$ cat config.mk
export PLATFORM = sky130hd
export DESIGN_NAME = add_tree_acc
export DESIGN_NICKNAME = d
export VERILOG_FILES = /design/src/rtl/add_tree_acc.sv
export SDC_FILE = /design/constraint.sdc
export NUM_CORES = 1
export LEC_CHECK = 0
export CAP_MARGIN = 40
export CORE_ASPECT_RATIO = 1.5
export CORE_UTILIZATION = 36
export CTS_CLUSTER_SIZE = 12
export DETAILED_ROUTE_END_ITERATION = 8
export PLACE_DENSITY = 0.62
export SLEW_MARGIN = 25
export SYNTH_ARGS = -nofsm -noshare
export SYNTH_HDL_FRONTEND = slang
export SYNTH_SLANG_ARGS = --single-unit
export TNS_END_PERCENT = 30
$ cat constraint.sdc
create_clock -name clk -period 2.6 [get_ports clk]
set_input_delay 0.52 -clock clk [delete_from_list [all_inputs] [get_ports clk]]
set_output_delay 0.52 -clock clk [all_outputs]
set_load 0.05 [all_outputs]
$ cat src/rtl/add_tree_acc.sv
// add_tree_acc: pipelined N_IN-operand signed adder tree with packet accumulation.
// Define ADD_TREE_ACC_SAT_EN for saturating accumulation with a sticky ovf flag.
module add_tree_acc #(
    parameter int N_IN  = 4,
    parameter int IN_W  = 8,
    parameter int ACC_W = 24
) (
    input  logic                 clk,
    input  logic                 rst_b,
    input  logic                 in_valid,
    output logic                 in_ready,
    input  logic [N_IN*IN_W-1:0] in_data,
    input  logic                 in_mode,
    input  logic                 in_last,
    input  logic                 clr,
    output logic                 out_valid,
    input  logic                 out_ready,
    output logic [ACC_W-1:0]     out_data,
    output logic                 out_last,
    output logic                 ovf
);

    localparam int LVL   = $clog2(N_IN);
    localparam int SUM_W = IN_W + LVL;

    logic                    out_valid_d, out_valid_q;
    logic signed [ACC_W-1:0] out_data_d, out_data_q;
    logic                    out_last_d, out_last_q;
    logic signed [ACC_W-1:0] acc_d, acc_q;
    logic                    adv;

    // Every stage moves in lockstep; a stalled output freezes the whole tree.
    assign adv      = !out_valid_q || out_ready;
    assign in_ready = adv;

    for (genvar l = 0; l < LVL; l++) begin : g_lvl
        localparam int NO = N_IN >> (l + 1);
        localparam int OW = IN_W + l + 1;

        logic signed [OW-2:0] a_in [2*NO];
        logic signed [OW-1:0] sum_d [NO];
        logic signed [OW-1:0] sum_q [NO];
        logic                 src_vld, src_mode, src_last;
        logic                 vld_d, vld_q;
        logic                 mode_d, mode_q;
        logic                 last_d, last_q;

        if (l == 0) begin : g_src
            always_comb begin
                for (int k = 0; k < 2 * NO; k++) begin
                    a_in[k] = in_data[k*IN_W +: IN_W];
                end
            end
            assign src_vld  = in_valid;
            assign src_mode = in_mode;
            assign src_last = in_last;
        end else begin : g_src
            always_comb begin
                for (int k = 0; k < 2 * NO; k++) begin
                    a_in[k] = g_lvl[l-1].sum_q[k];
                end
            end
            assign src_vld  = g_lvl[l-1].vld_q;
            assign src_mode = g_lvl[l-1].mode_q;
            assign src_last = g_lvl[l-1].last_q;
        end

        always_comb begin
            vld_d  = vld_q;
            mode_d = mode_q;
            last_d = last_q;
            for (int k = 0; k < NO; k++) begin
                sum_d[k] = sum_q[k];
            end
            if (adv) begin
                vld_d  = src_vld;
                mode_d = src_mode;
                last_d = src_last;
                for (int k = 0; k < NO; k++) begin
                    sum_d[k] = {a_in[2*k][OW-2], a_in[2*k]}
                             + {a_in[2*k+1][OW-2], a_in[2*k+1]};
                end
            end
        end

        always_ff @(posedge clk or negedge rst_b) begin
            if (!rst_b) begin
                vld_q  <= 1'b0;
                mode_q <= 1'b0;
                last_q <= 1'b0;
                for (int k = 0; k < NO; k++) begin
                    sum_q[k] <= '0;
                end
            end else begin
                vld_q  <= vld_d;
                mode_q <= mode_d;
                last_q <= last_d;
                for (int k = 0; k < NO; k++) begin
                    sum_q[k] <= sum_d[k];
                end
            end
        end
    end

    logic signed [SUM_W-1:0] tree_sum;
    logic                    t_vld, t_mode, t_last;
    logic signed [ACC_W-1:0] sum_ext;
    logic signed [ACC_W-1:0] acc_base;
    logic signed [ACC_W-1:0] acc_nxt;

    assign tree_sum = g_lvl[LVL-1].sum_q[0];
    assign t_vld    = g_lvl[LVL-1].vld_q;
    assign t_mode   = g_lvl[LVL-1].mode_q;
    assign t_last   = g_lvl[LVL-1].last_q;
    assign sum_ext  = ACC_W'(tree_sum);
    // A clear landing with an accumulate beat restarts from that beat's sum.
    assign acc_base = clr ? '0 : acc_q;

`ifdef ADD_TREE_ACC_SAT_EN
    localparam logic signed [ACC_W-1:0] ACC_MAX = {1'b0, {(ACC_W-1){1'b1}}};
    localparam logic signed [ACC_W-1:0] ACC_MIN = {1'b1, {(ACC_W-1){1'b0}}};

    logic [ACC_W:0] acc_wide;
    logic           clip;
    logic           ovf_d, ovf_q;

    assign acc_wide = {acc_base[ACC_W-1], acc_base}
                    + {sum_ext[ACC_W-1], sum_ext};
    assign clip     = acc_wide[ACC_W] ^ acc_wide[ACC_W-1];

    always_comb begin
        acc_nxt = acc_wide[ACC_W-1:0];
        if (clip) begin
            acc_nxt = acc_wide[ACC_W] ? ACC_MIN : ACC_MAX;
        end
    end

    always_comb begin
        ovf_d = ovf_q;
        if (clr) begin
            ovf_d = 1'b0;
        end
        if (adv && t_vld && t_mode && clip) begin
            ovf_d = 1'b1;
        end
    end

    always_ff @(posedge clk or negedge rst_b) begin
        if (!rst_b) begin
            ovf_q <= 1'b0;
        end else begin
            ovf_q <= ovf_d;
        end
    end

    assign ovf = ovf_q;
`else
    assign acc_nxt = acc_base + sum_ext;
    assign ovf     = 1'b0;
`endif

    always_comb begin
        out_valid_d = out_valid_q;
        out_data_d  = out_data_q;
        out_last_d  = out_last_q;
        acc_d       = acc_q;
        if (clr) begin
            acc_d = '0;
        end
        if (adv) begin
            out_valid_d = t_vld;
            if (t_vld) begin
                out_last_d = t_last;
                if (t_mode) begin
                    out_data_d = acc_nxt;
                    acc_d      = t_last ? '0 : acc_nxt;
                end else begin
                    out_data_d = sum_ext;
                end
            end
        end
    end

    always_ff @(posedge clk or negedge rst_b) begin
        if (!rst_b) begin
            out_valid_q <= 1'b0;
            out_data_q  <= '0;
            out_last_q  <= 1'b0;
            acc_q       <= '0;
        end else begin
            out_valid_q <= out_valid_d;
            out_data_q  <= out_data_d;
            out_last_q  <= out_last_d;
            acc_q       <= acc_d;
        end
    end

    assign out_valid = out_valid_q;
    assign out_data  = out_data_q;
    assign out_last  = out_last_q;

endmodule

==> results of run 1 <==
==> power by group through the flow <==
stage	Combinational [uW]	Clock, uW	Sequential, uW
floorplan	2230	0	2750
global placement	4620	0	2130
detailed placement	4710	0	2150
CTS	4810	1320	2130
global route	5310	1370	2200
finish	4870	1300	2120
==> worst max-delay path, delay by kind of cell (launching register included) <==
kind / cells / cell delay [ns]
AOI/OAI and AO/OA: 6 / 1.42
buffers and inverters: 1 / 0.16
adders and majority gates: 2 / 0.55
and+or+nand+nor: 2 / 0.24
DFF: 1 / 0.37
==> what timing repair did <==
action	CTS	global route
resized for setup	30	19
endpoints found under the setup margin	35	32
hold endpoints to repair	0	0
setup buffers	4	1
pin swaps	19	10
==> kinds of logic (layout without fill, tap and decap cells) <==
logic type,Yosys count,count (layout),share of synthesized area (%)
buf+inv,60,235,4.329
other cells,1,1,0.06865
fa+ha+maj,52,52,12.46
xor+xnor,36,36,5.772
mux,3,3,0.5497
simple gates,165,165,14.59
compound gates,192,192,23.75
flops,84,84,38.48
==> final timing paths <==
| kind | from | to | cells past startpoint |
|---|---|---|---|
| max | acc_q[0] | acc_q[16] | 11 |
| min | rst_b | out_data[20] | 1 |
| max reg2reg | acc_q[0] | acc_q[16] | 11 |
| min reg2reg | out_last | out_last | 2 |
| max in group asynchronous | rst_b | acc_q[16] | 2 |
| min in group clk | out_last | out_last | 2 |
==> layout make-up <==
class	instances	area, um^2
fillers	1369	6984
multi-input cells	449	3329
clock buffers	9	225.2
flip-flops and latches	84	2103
well taps	196	245.2
repair buffers	190	1590
clock inverters	6	71.32
inverters	30	112.6
==> flip-flops by register name, indices dropped and copies added (netlist names) <==
register and count:
acc_q 24, g_lvl.last_q 2, g_lvl.mode_q 2, g_lvl.sum_q 28, g_lvl.vld_q 2, out_data 24, out_last 1, out_valid 1
==> layer usage <==
metal / track usage (%) / part of all wire [%]
met1: 21.53 / 40
met2: 35.17 / 54
met3: 3.109 / 3.8
met4: 7.347 / 2.6
met5: 0 / 0
==> stage by stage <==
| stage | TNS, ns | worst slack, ns | util (%) | power (uW) | hold slack (ns) |
|---|---|---|---|---|---|
| final | -2.178 | -0.2626 | 52.36 | 8297 | 0.1612 |
| after global placement | -29.39 | -1.040 | 48.88 | 6751 | 0.4595 |
| after floorplan | -1.370 | -0.3570 | - | 4986 | 0.2244 |
| after detailed placement | -29.43 | -1.026 | 48.88 | 6863 | 0.4596 |
| after CTS | -2.338 | -0.2607 | 51.78 | 8266 | 0.1794 |
| after global routing | -5.436 | -0.3755 | 52.36 | 8872 | 0.1906 |
==> cells in the final DEF, fill, tap and decap left out, types with 3 or more instances in the layout <==
master,count
sky130_fd_sc_hd__o21ai_1,4
sky130_fd_sc_hd__xnor2_2,4
sky130_fd_sc_hd__a21o_1,15
sky130_fd_sc_hd__nor2_1,35
sky130_fd_sc_hd__and3_1,7
sky130_fd_sc_hd__clkdlybuf4s50_1,62
sky130_fd_sc_hd__o21bai_1,12
sky130_fd_sc_hd__o211ai_1,7
sky130_fd_sc_hd__ha_1,46
sky130_fd_sc_hd__a211o_1,8
sky130_fd_sc_hd__nor3b_1,4
sky130_fd_sc_hd__inv_1,29
sky130_fd_sc_hd__dfrtp_1,83
sky130_fd_sc_hd__a21oi_2,4
sky130_fd_sc_hd__o31ai_2,3
sky130_fd_sc_hd__buf_4,124
sky130_fd_sc_hd__nand2_1,57
sky130_fd_sc_hd__clkbuf_16,9
sky130_fd_sc_hd__o21a_1,15
sky130_fd_sc_hd__nor3_1,7
sky130_fd_sc_hd__o2bb2ai_1,16
sky130_fd_sc_hd__nand3_1,10
sky130_fd_sc_hd__a31oi_1,4
sky130_fd_sc_hd__buf_6,3
sky130_fd_sc_hd__nor2b_2,6
sky130_fd_sc_hd__o31ai_1,3
sky130_fd_sc_hd__nor2b_1,18
sky130_fd_sc_hd__xor2_1,13
sky130_fd_sc_hd__mux2i_1,3
sky130_fd_sc_hd__o21ai_0,23
sky130_fd_sc_hd__xnor2_1,18
sky130_fd_sc_hd__fa_1,3
sky130_fd_sc_hd__a21oi_1,56
==> impl_metrics.tcl, run 1 <==
set metrics [dict create \
    worst-endpoint-arrival_ns 3.08 \
    first_global_vias 5062 \
    cts_tree "built" \
    syn_nets 684 \
    pin_count_of_the_biggest_net_entering_global_routing 40 \
    clock-sinks 84 \
    asyncSetResetFlopFracSynth_pct 100.0 \
    slew_violations 0 \
    floorplan.initialDensity_pct 37.26 \
    grt_overflow_total 0 \
    finalWirelength_um 14070 \
    boundaryPins 67 \
    start_kind "register" \
    rsz_0062_raised_after_global_routing "true" \
    failed_checks "negative setup slack" \
    clock_power_share_pct 15.7 \
    power_report.internal_total_uw 4731 \
    antenna-diode-count 0 \
    synth_area_per_cell_um2 9.212 \
    cpMaxStageDelayCell "sky130_fd_sc_hd__fa_2" \
    timing.clock.skew_ns 0.01026 \
    clockRootBuffer "sky130_fd_sc_hd__clkbuf_16" \
    crit_type "reg -> reg" \
    layout_min_cycle_time_ns 2.863 \
    max_slew.worst_pin.slew_ns 0.8136 \
    hold_viol 0 \
    postSynthCellCount 593 \
    cts.reportedPaths.clkPinSlew_ns 0.06 \
    clockBufferDepth 2 \
    power.density_nw_per_um2 1081 \
    post_layout_nonfiller_instances 964 \
    min-delay-path-class "in -> async" \
    post-route-worst-setup-slack_ns -0.2626 \
    dpl.hpwl_um 10830 \
    synth.largest_area_cell "sky130_fd_sc_hd__dfrtp_1" \
    worst_setup_path_end_kind "register" \
    post_drt_wl_per_cell_um 14.59 \
    postPlaceCellArea_um2 7167 \
    seq_pwr_share_pct 25.6 \
    layout-drive-gt1-share_pct 23.96 \
    detail_route.vias_per_cell 5.005 \
    vias 4825 \
    synth-main-ff-cell "sky130_fd_sc_hd__dfrtp_1" \
    drv.max_cap_violation_count 0 \
    cell_with_the_most_instances_after_synthesis "sky130_fd_sc_hd__dfrtp_1" \
    crit_required_ns 2.82 \
    status "finished with violations" \
    synthesis.area_um2 5463 \
    highest_ir_drop_seen_on_vdd_mv 0.4335 \
    cts_buffers 9 \
    clock_tree.htree_level_count 3 \
    die_area_um2 15680 \
    clk-insertion-delay-late_ns 0.34 \
    setup_viol 17 \
    fmax_ghz 0.3493 \
    layout.cell_area.non_filler_um2 7677 \
    timing.reg2reg.setup_slack_ns -0.26 \
    chipHeight_um 152.9 \
    firstDrtPassIters 5 \
    power.static_leakage_uw 0.003617 \
    dieWidth_um 102.6 \
    layout_worst_path_cycle_share_pct 110.1 \
    syn_to_final_growth_pct 40.54 \
    ys_seq_area_share_pct 38.48 \
    detailedRoute.firstIterationViolations 113 \
    grt_pass1_wl_um 23580 \
    power.switching_uw 3565 \
    synth_cell_types 54 \
    power_frac_comb_pct 58.7 \
    dpl.cell_count 944 \
    final_weighted_congestion_in_routability_driven_placement 0.8524 \
    number_of_antenna_violations_at_the_first_check_in_global_routing 0 \
    synth.top_cells.by_area "sky130_fd_sc_hd__dfrtp_1 (38%), sky130_fd_sc_hd__ha_1 (11%), sky130_fd_sc_hd__a21oi_1 (5.7%), sky130_fd_sc_hd__nand2_1 (3.9%), sky130_fd_sc_hd__xnor2_1 (3.5%)" \
    yosys_register_bits 84 \
    drc 0 \
    crit_path_largest_cell_delay_ns 0.39 \
    synth_enable_flop_cells 0 \
    slew-limit-headroom_pct 45.76 \
    power.share.switching_pct 42.97 \
    yosysWarningCount 0 \
    ant_nets 0 \
    crit_fanout 2 \
    grt_use_total_pct 19.20 \
    placement.io_buffers 65 \
    netlist_top_cells_count "sky130_fd_sc_hd__dfrtp_1 (84), sky130_fd_sc_hd__a21oi_1 (62), sky130_fd_sc_hd__nand2_1 (57)" \
    placeableCoreArea_um2 14660 \
    worst_path_cell_chain "nor2b_4, ha_4, fa_2, a21o_1, a31o_1, a21bo_2, a2111oi_4, nor3_2, buf_4, a31o_4, a32o_1" \
    holdBufCountCts 0 \
    fin_nets 855 \
    synthDominantCellAreaShare_pct 38.48 \
    placementRows 54 \
]
(Power assumes the default switching activity.)
==> run 2: changes to the inputs <==
- CORE_MARGIN: unset -> 5
- SKIP_CTS_REPAIR_TIMING: unset -> 1
==> impl_metrics.tcl, run 2 (same netlist as run 1, synthesis figures left out) <==
set metrics [dict create \
    detail_route.vias_per_cell 5.065 \
    clock-sinks 84 \
    worst_path_cell_chain "nor2b_4, ha_4, fa_2, a21o_1, a31o_1, a21bo_2, a2111oi_4, nor3_4, buf_6, a31o_4, a32o_1" \
    layout_worst_path_cycle_share_pct 112.2 \
    fillerInstances 1440 \
    timing.clock.skew_ns 0.006875 \
    layout.cells.most_common "sky130_fd_sc_hd__buf_4" \
    totalNegativeSetupSlack_ns -2.122 \
    placeableCoreArea_um2 15000 \
    grt_overflow_total 0 \
    final_weighted_congestion_in_routability_driven_placement 0.8923 \
    fin_nets 847 \
    dpl.cell_count 935 \
    max_slew.worst_pin.slew_ns 0.7025 \
    clock_tree.htree_level_count 3 \
    crit_type "reg -> reg" \
    clk-insertion-delay-late_ns 0.34 \
    slew_violations 0 \
    grt_pass1_wl_um 23360 \
    floorplan.initialDensity_pct 36.41 \
    cts_tree "built" \
    post-route-worst-setup-slack_ns -0.3172 \
    chipHeight_um 160.9 \
    crit_path_largest_cell_delay_ns 0.39 \
    cts.reportedPaths.clkPinSlew_ns 0.07 \
    highest_ir_drop_seen_on_vdd_mv 0.5575 \
    placementRows 55 \
    status "finished with violations" \
    layout_min_cycle_time_ns 2.917 \
    area.sequential_um2 2103 \
    crit_required_ns 2.82 \
    post_layout_nonfiller_instances 960 \
    syn_to_final_growth_pct 41.64 \
    worst-endpoint-arrival_ns 3.14 \
    antenna-diode-count 0 \
    rsz_0062_raised_after_global_routing "true" \
    post_drt_wl_per_cell_um 14.97 \
    grt_use_total_pct 15.78 \
    clockRootBuffer "sky130_fd_sc_hd__clkbuf_16" \
    finalWirelength_um 14370 \
    firstDrtPassIters 4 \
    worst_setup_path_end_kind "register" \
    setup_viol 14 \
    clockBufferDepth 2 \
    timing.critical_path.buf_inv 1 \
    cts_buffers 9 \
    pin_count_of_the_biggest_net_entering_global_routing 54 \
    largest_register_ff_count 28 \
    multiInputGateArea_um2 3378 \
    die_area_um2 17790 \
    power.static_leakage_uw 0.003615 \
    power.density_nw_per_um2 1075 \
    drc 0 \
    ant_nets 0 \
    number_of_antenna_violations_at_the_first_check_in_global_routing 0 \
    hold_viol 0 \
    cpMaxStageDelayCell "sky130_fd_sc_hd__fa_2" \
    crit_fanout 3 \
    boundaryPins 67 \
    layout-drive-gt1-share_pct 23.78 \
    most_frequent_cells_in_the_layout "sky130_fd_sc_hd__buf_4 (110), sky130_fd_sc_hd__dfrtp_1 (83), sky130_fd_sc_hd__clkdlybuf4s50_1 (62)" \
    vias 4862 \
    fmax_ghz 0.3428 \
    cpLargestDelayFamily "compound AO/OA/AOI/OAI gates" \
    slew-limit-headroom_pct 53.17 \
    detailedRoute.firstIterationViolations 143 \
    first_global_vias 5050 \
    dpl.hpwl_um 10850 \
    min-delay-path-class "in -> async" \
    start_kind "register" \
    largest-register "g_lvl.sum_q" \
    drv.max_cap_violation_count 0 \
    failed_checks "negative setup slack" \
    dieWidth_um 110.6 \
    placement.io_buffers 65 \
    worst_hold_slack_ns 0.1242 \
]
-- run 2: final cells by class --
type,count,area share [%]
inverter,30,1.455
tap,199,3.218
clock inverter,6,0.9217
multi-input combinational,449,43.66
clock buffer,10,2.959
timing repair buffer,182,20.60
sequential,84,27.18
-- run 2: where the power goes --
part | internal (uW) | switching (uW) | leakage (uW)
clock | 753 | 542 | 0.000140
sequential | 1800 | 338 | 0.00103
combinational | 2190 | 2700 | 0.00244
total | 4740 | 3580 | 0.00361
-- run 2: layer usage --
metal | GRT usage [%] | part of all wire, %
met4 | 5.658 | 2.4
met1 | 16.82 | 39
met2 | 30.72 | 55
met5 | 0 | 0
met3 | 2.676 | 3.2
-- run 2: path summary, 6_finish.rpt --
| path | startpoint | depth (start not counted) | slack [ns] | endpoint |
|---|---|---|---|---|
| worst max-delay path | acc_q[0] | 11 | -0.32 | acc_q[16] |
| worst min-delay path | rst_b | 1 | 0.12 | acc_q[20] |
| worst max register to register | acc_q[0] | 11 | -0.32 | acc_q[16] |
| worst min register to register | g_lvl[0].last_q | 2 | 0.47 | g_lvl[0].last_q |
| max in group asynchronous | rst_b | 2 | 1.83 | g_lvl[1].sum_q[9] |
| min in group clk | g_lvl[0].last_q | 2 | 0.47 | g_lvl[0].last_q |
-- run 2: through the flow --
step | power [uW] | worst slack [ns] | util, % | instance area (um^2)
after global placement | 6706 | -1.021 | 47.36 | 7106
after CTS | 8163 | -0.7119 | 49.37 | 7406
final | 8321 | -0.3172 | 51.58 | 7737
after detailed placement | 6825 | -1.066 | 47.36 | 7106
after global routing | 8941 | -0.3910 | 51.58 | 7737
after floorplan | 4986 | -0.3570 | - | 5523
==> run 3: changes to the inputs <==
- CAP_MARGIN: 40 -> 5
- GPL_ROUTABILITY_DRIVEN: unset -> 1
==> results of run 3 <==
The final DEF is identical to that of run 2; final timing and power are the same.
==> RTL change 1 (settings of run 1) <==
The option `ADD_TREE_ACC_SAT_EN` is turned on by a define.
--- a/src/rtl/add_tree_acc.sv
+++ b/src/rtl/add_tree_acc.sv
@@ -1,4 +1,6 @@
 // add_tree_acc: pipelined N_IN-operand signed adder tree with packet accumulation.
 // Define ADD_TREE_ACC_SAT_EN for saturating accumulation with a sticky ovf flag.
+`define ADD_TREE_ACC_SAT_EN
+
 module add_tree_acc #(
     parameter int N_IN  = 4,
Function: no difference found for any inputs over 4 cycles, from zero or initial values and one cycle with rst_b low; that may be too few to reach the edited logic, so the function may still have changed.
==> RTL change 1 against run 1 <==
- the flow still finishes with violations (negative setup slack)
- count of clock-buffer cells in the layout grew 1
- utilization up 3.0 points
- critical path type unchanged
- wire length up 16%
- sequential cell count rose by 1
- setup slack better by 0.023 ns
- total power up 13%
- area after synthesis up 3.3%
- final area rose by 9.6%
==> RTL change 1: results (changes against run 1) <==
Status = complete, but fails checks (unchanged)
Failing checks = negative setup slack (unchanged)
Top cells by count, synth = dfrtp_1, a21oi_1, nand2_1 (unchanged)
Reg2Reg Depth = 12 (was 11)
Syn nets = 731 (was 684)
Crit path to = acc_q[11] (was acc_q[16])
First-pass GRT wire length = 27.0 mm (was 23.6 mm)
Drt first pass iters = 4 (was 5)
Final Net Count = 910 (was 855)
Max FO, Critical Path = 11 (was 2)
RR Startpoint = g_lvl[1].sum_q[9] (was acc_q[0])
Layout cells sized above 1 = 28.6% (was 24.0%)
CP Data Arrival Time = 3.10 ns (was 3.08 ns)
WHS = 0.116 ns (was 0.161 ns)
Max_slew headroom = 57.7% (was 45.8%)
Syn avg cell area = 8.83 um2 (was 9.21 um2)
Final setup fails = 47 (was 17)
Placed Cells = 990 (was 944)
Slowest-stage cell, CP = dfrtp_2 (was fa_2)
Setup_tns = -7.90 ns (was -2.18 ns)
Seq/Total Area, Yosys = 37.7% (was 38.5%)
Total GRT Usage = 21.0% (was 19.2%)
Pin count of the biggest net entering global routing = 53 (was 40)
Vias in the first global route = 5805 (was 5062)
PnR worst setup slack = -0.240 ns (was -0.263 ns)
Post-DP HPWL = 11.9 mm (was 10.8 mm)
Routed WL = 16.3 mm (was 14.1 mm)
Port bufs = 66 (was 65)
-- RTL change 1: what timing repair did --
item,in CTS,in global routing
gates resized for setup,58,20
gates cloned,4,1
endpoints found under the hold margin,0,0
pin swaps,30,5
endpoints found under the setup margin,49,50
hold buffers,0,0
setup buffers,10,1
-- RTL change 1: routing by layer --
| layer | GRT usage, % | share of wire, % |
|---|---|---|
| met1 | 20.6 | 37 |
| met4 | 13.5 | 5.2 |
| met3 | 3.64 | 3.6 |
| met2 | 40.4 | 54 |
| met5 | 0 | 0 |
-- RTL change 1: report_power, final --
part / switching, mW / total, mW / internal (mW)
sequential: 0.306 / 2.14 / 1.83
clock: 0.561 / 1.41 / 0.851
combinational: 3.28 / 5.85 / 2.57
total: 4.15 / 9.41 / 5.26
-- RTL change 1: worst max-delay path: cells and delay by family, from the launching register on --
family	cells	cell delay [ns]
DFF	1	0.46
and+or+nand+nor	2	0.15
AOI/OAI and AO/OA	6	1.31
adders and majority gates	1	0.30
buffers and inverters	3	0.53
-- RTL change 1: final cells by class --
class,instances,area (um2)
clock inverter,6,93.8
clock buffer,10,229
fill,1364,6800
sequential,85,2130
inverter,33,124
tap,199,249
multi-input combinational,497,3850
timing repair buffer,192,1740
-- RTL change 1: logic make-up (layout without fill, tap and decap cells) --
kind of cell	Yosys count	count (layout)	synth area share, %
AO/OA/AOI/OAI	210	210	24.4
XOR/XNOR	36	36	5.59
adder cells (fa/ha/maj)	53	53	12.3
buffers and inverters	58	241	4.08
flip-flops	85	85	37.7
AND/OR/NAND/NOR	197	198	15.9
-- RTL change 1: metrics by stage --
step           area (um2)  worst slack, ns
6_report             8410           -0.240
5_1_grt              8410           -0.358
4_1_cts              8320           -0.215
3_5_place_dp         7590            -1.14
3_3_place_gp         7590            -1.05
2_1_floorplan        5960           -0.171
==> RTL change 2 (config.mk and constraints of run 1) <==
Made on the original files. Register the input `in_mode` before use, without a reset. The logic sees it one clock later. The other inputs are not delayed to match.
--- a/src/rtl/add_tree_acc.sv
+++ b/src/rtl/add_tree_acc.sv
@@ -24,4 +24,10 @@
     localparam int SUM_W = IN_W + LVL;
 
+    logic in_mode_q;
+
+    always_ff @(posedge clk) begin
+        in_mode_q <= in_mode;
+    end
+
     logic                    out_valid_d, out_valid_q;
     logic signed [ACC_W-1:0] out_data_d, out_data_q;
@@ -53,5 +59,5 @@
             end
             assign src_vld  = in_valid;
-            assign src_mode = in_mode;
+            assign src_mode = in_mode_q;
             assign src_last = in_last;
         end else begin : g_src
Formal check against the unedited RTL: not equivalent (a bounded check fails within 10 cycles, from zero or initial values and one cycle with rst_b low).
==> RTL change 2 against run 1 <==
- the flow still finishes with violations (negative setup slack)
- cell count grew 2.2%
- global-route usage grew 0.44 points
- sequential cell count grew 1
- final area grew 4.1%
- critical path type is now primary input to flip-flop
- setup slack gained 0.12 ns
- register-to-register slack gained 0.14 ns
- wire length grew 8.2%
- critical path depth grew 1
- total power grew 3.3%
- non-clock buffer count shrank 2
- area after synthesis grew 2.0%
- sequential share of layout area shrank 0.83 points
- first-iteration DRC count grew 62%
==> RTL change 2: results (changes against run 1) <==
Sw Share = 44.0% (was 43.0%)
Cells after synthesis = 611 (was 593)
WL met3 = 635 um (was 541 um)
Met1 wire length = 5.96 mm (was 5.60 mm)
M3 GR Usage = 2.95% (was 3.11%)
Ys async rst share = 98.8% (was 100%)
Area post-placement = 0.00730 mm2 (was 0.00717 mm2)
Setup_tns = -0.385 ns (was -2.18 ns)
CP Data Arrival Time = 3.01 ns (was 3.08 ns)
Post-DP HPWL = 11.0 mm (was 10.8 mm)
Status = complete, but fails checks (unchanged)
Top cells by count, synth = dfrtp_1, a21oi_1, nand2_1 (unchanged)
Crit path max-delay family = simple AND/OR/NAND/NOR gates (was compound AO/OA/AOI/OAI gates)
Total GRT Usage = 19.6% (was 19.2%)
Routed WL = 15.2 mm (was 14.1 mm)
Layout cells sized above 1 = 25.1% (was 24.0%)
Final setup fails = 8 (was 17)
Vias in the first global route = 5299 (was 5062)
Failing checks = negative setup slack (unchanged)
PnR worst setup slack = -0.140 ns (was -0.263 ns)
First-pass GRT wire length = 25.0 mm (was 23.6 mm)
Count of cell types in the netlist = 56 (was 54)
Syn nets = 702 (was 684)
Layout Skew = 0.0101 ns (was 0.0103 ns)
Max_slew headroom = 51.9% (was 45.8%)
Top area cells in the synthesized netlist = dfrtp_1, ha_1, a21oi_1, a21o_1, nand2_1 (was dfrtp_1, ha_1, a21oi_1, nand2_1, xnor2_1)
M1 GR Usage = 21.2% (was 21.5%)
Drt first pass iters = 4 (was 5)
Pin count of the biggest net entering global routing = 49 (was 40)
[RTL change 2: cell types whose count changed after synthesis, moves of 3 or more]
cell / before / now
a21o_1: 15 / 33
nor2_1: 36 / 41
o21a_1: 15 / 10
and3_1: 7 / 11
clkbuf_1: 28 / 24
o21ai_0: 28 / 24
a31oi_1: 5 / 8
buf_1: 0 / 3
[RTL change 2: cell families after synthesis]
logic type | after synthesis | share of synthesized area (%)
other | 1 | 0.0673
adder cells (fa/ha/maj) | 52 | 12.2
flip-flops | 85 | 38.1
multiplexers | 5 | 0.899
buffers and inverters | 58 | 4.11
XOR/XNOR | 35 | 5.50
AO/OA/AOI/OAI | 196 | 23.4
AND/OR/NAND/NOR | 179 | 15.7
[RTL change 2: final timing paths]
check,from,to,slack [ns],depth (start not counted)
worst max register to register,g_lvl[1].sum_q[9],out_data[23],-0.12,10
max in group asynchronous,rst_b,g_lvl[0].sum_q[0],1.86,2
worst max-delay path,clr,out_data[23],-0.14,12
worst min register to register,g_lvl[0].src_mode,g_lvl[0].mode_q,0.42,2
worst min-delay path,rst_b,acc_q[19],0.11,1
min in group clk,g_lvl[0].src_mode,g_lvl[0].mode_q,0.42,2
[RTL change 2: power by group through the flow]
| stage | Clock (mW) | Sequential (mW) | Combinational [mW] |
|---|---|---|---|
| finish | 1.24 | 2.13 | 5.19 |
| global route | 1.33 | 2.21 | 5.61 |
| CTS | 1.27 | 2.13 | 5.05 |
| detailed placement | 0 | 2.14 | 4.83 |
| global placement | 0 | 2.13 | 4.72 |
| floorplan | 0 | 2.76 | 2.32 |
[RTL change 2: final cells by class]
class	instances	area, um2
Clock inverter	6	46.3
Timing Repair Buffer	188	1660
Sequential cell	85	2120
Tap cell	199	249
Inverter	29	109
Fill cell	1336	7080
Multi-Input combinational cell	468	3560
Clock buffer	10	239
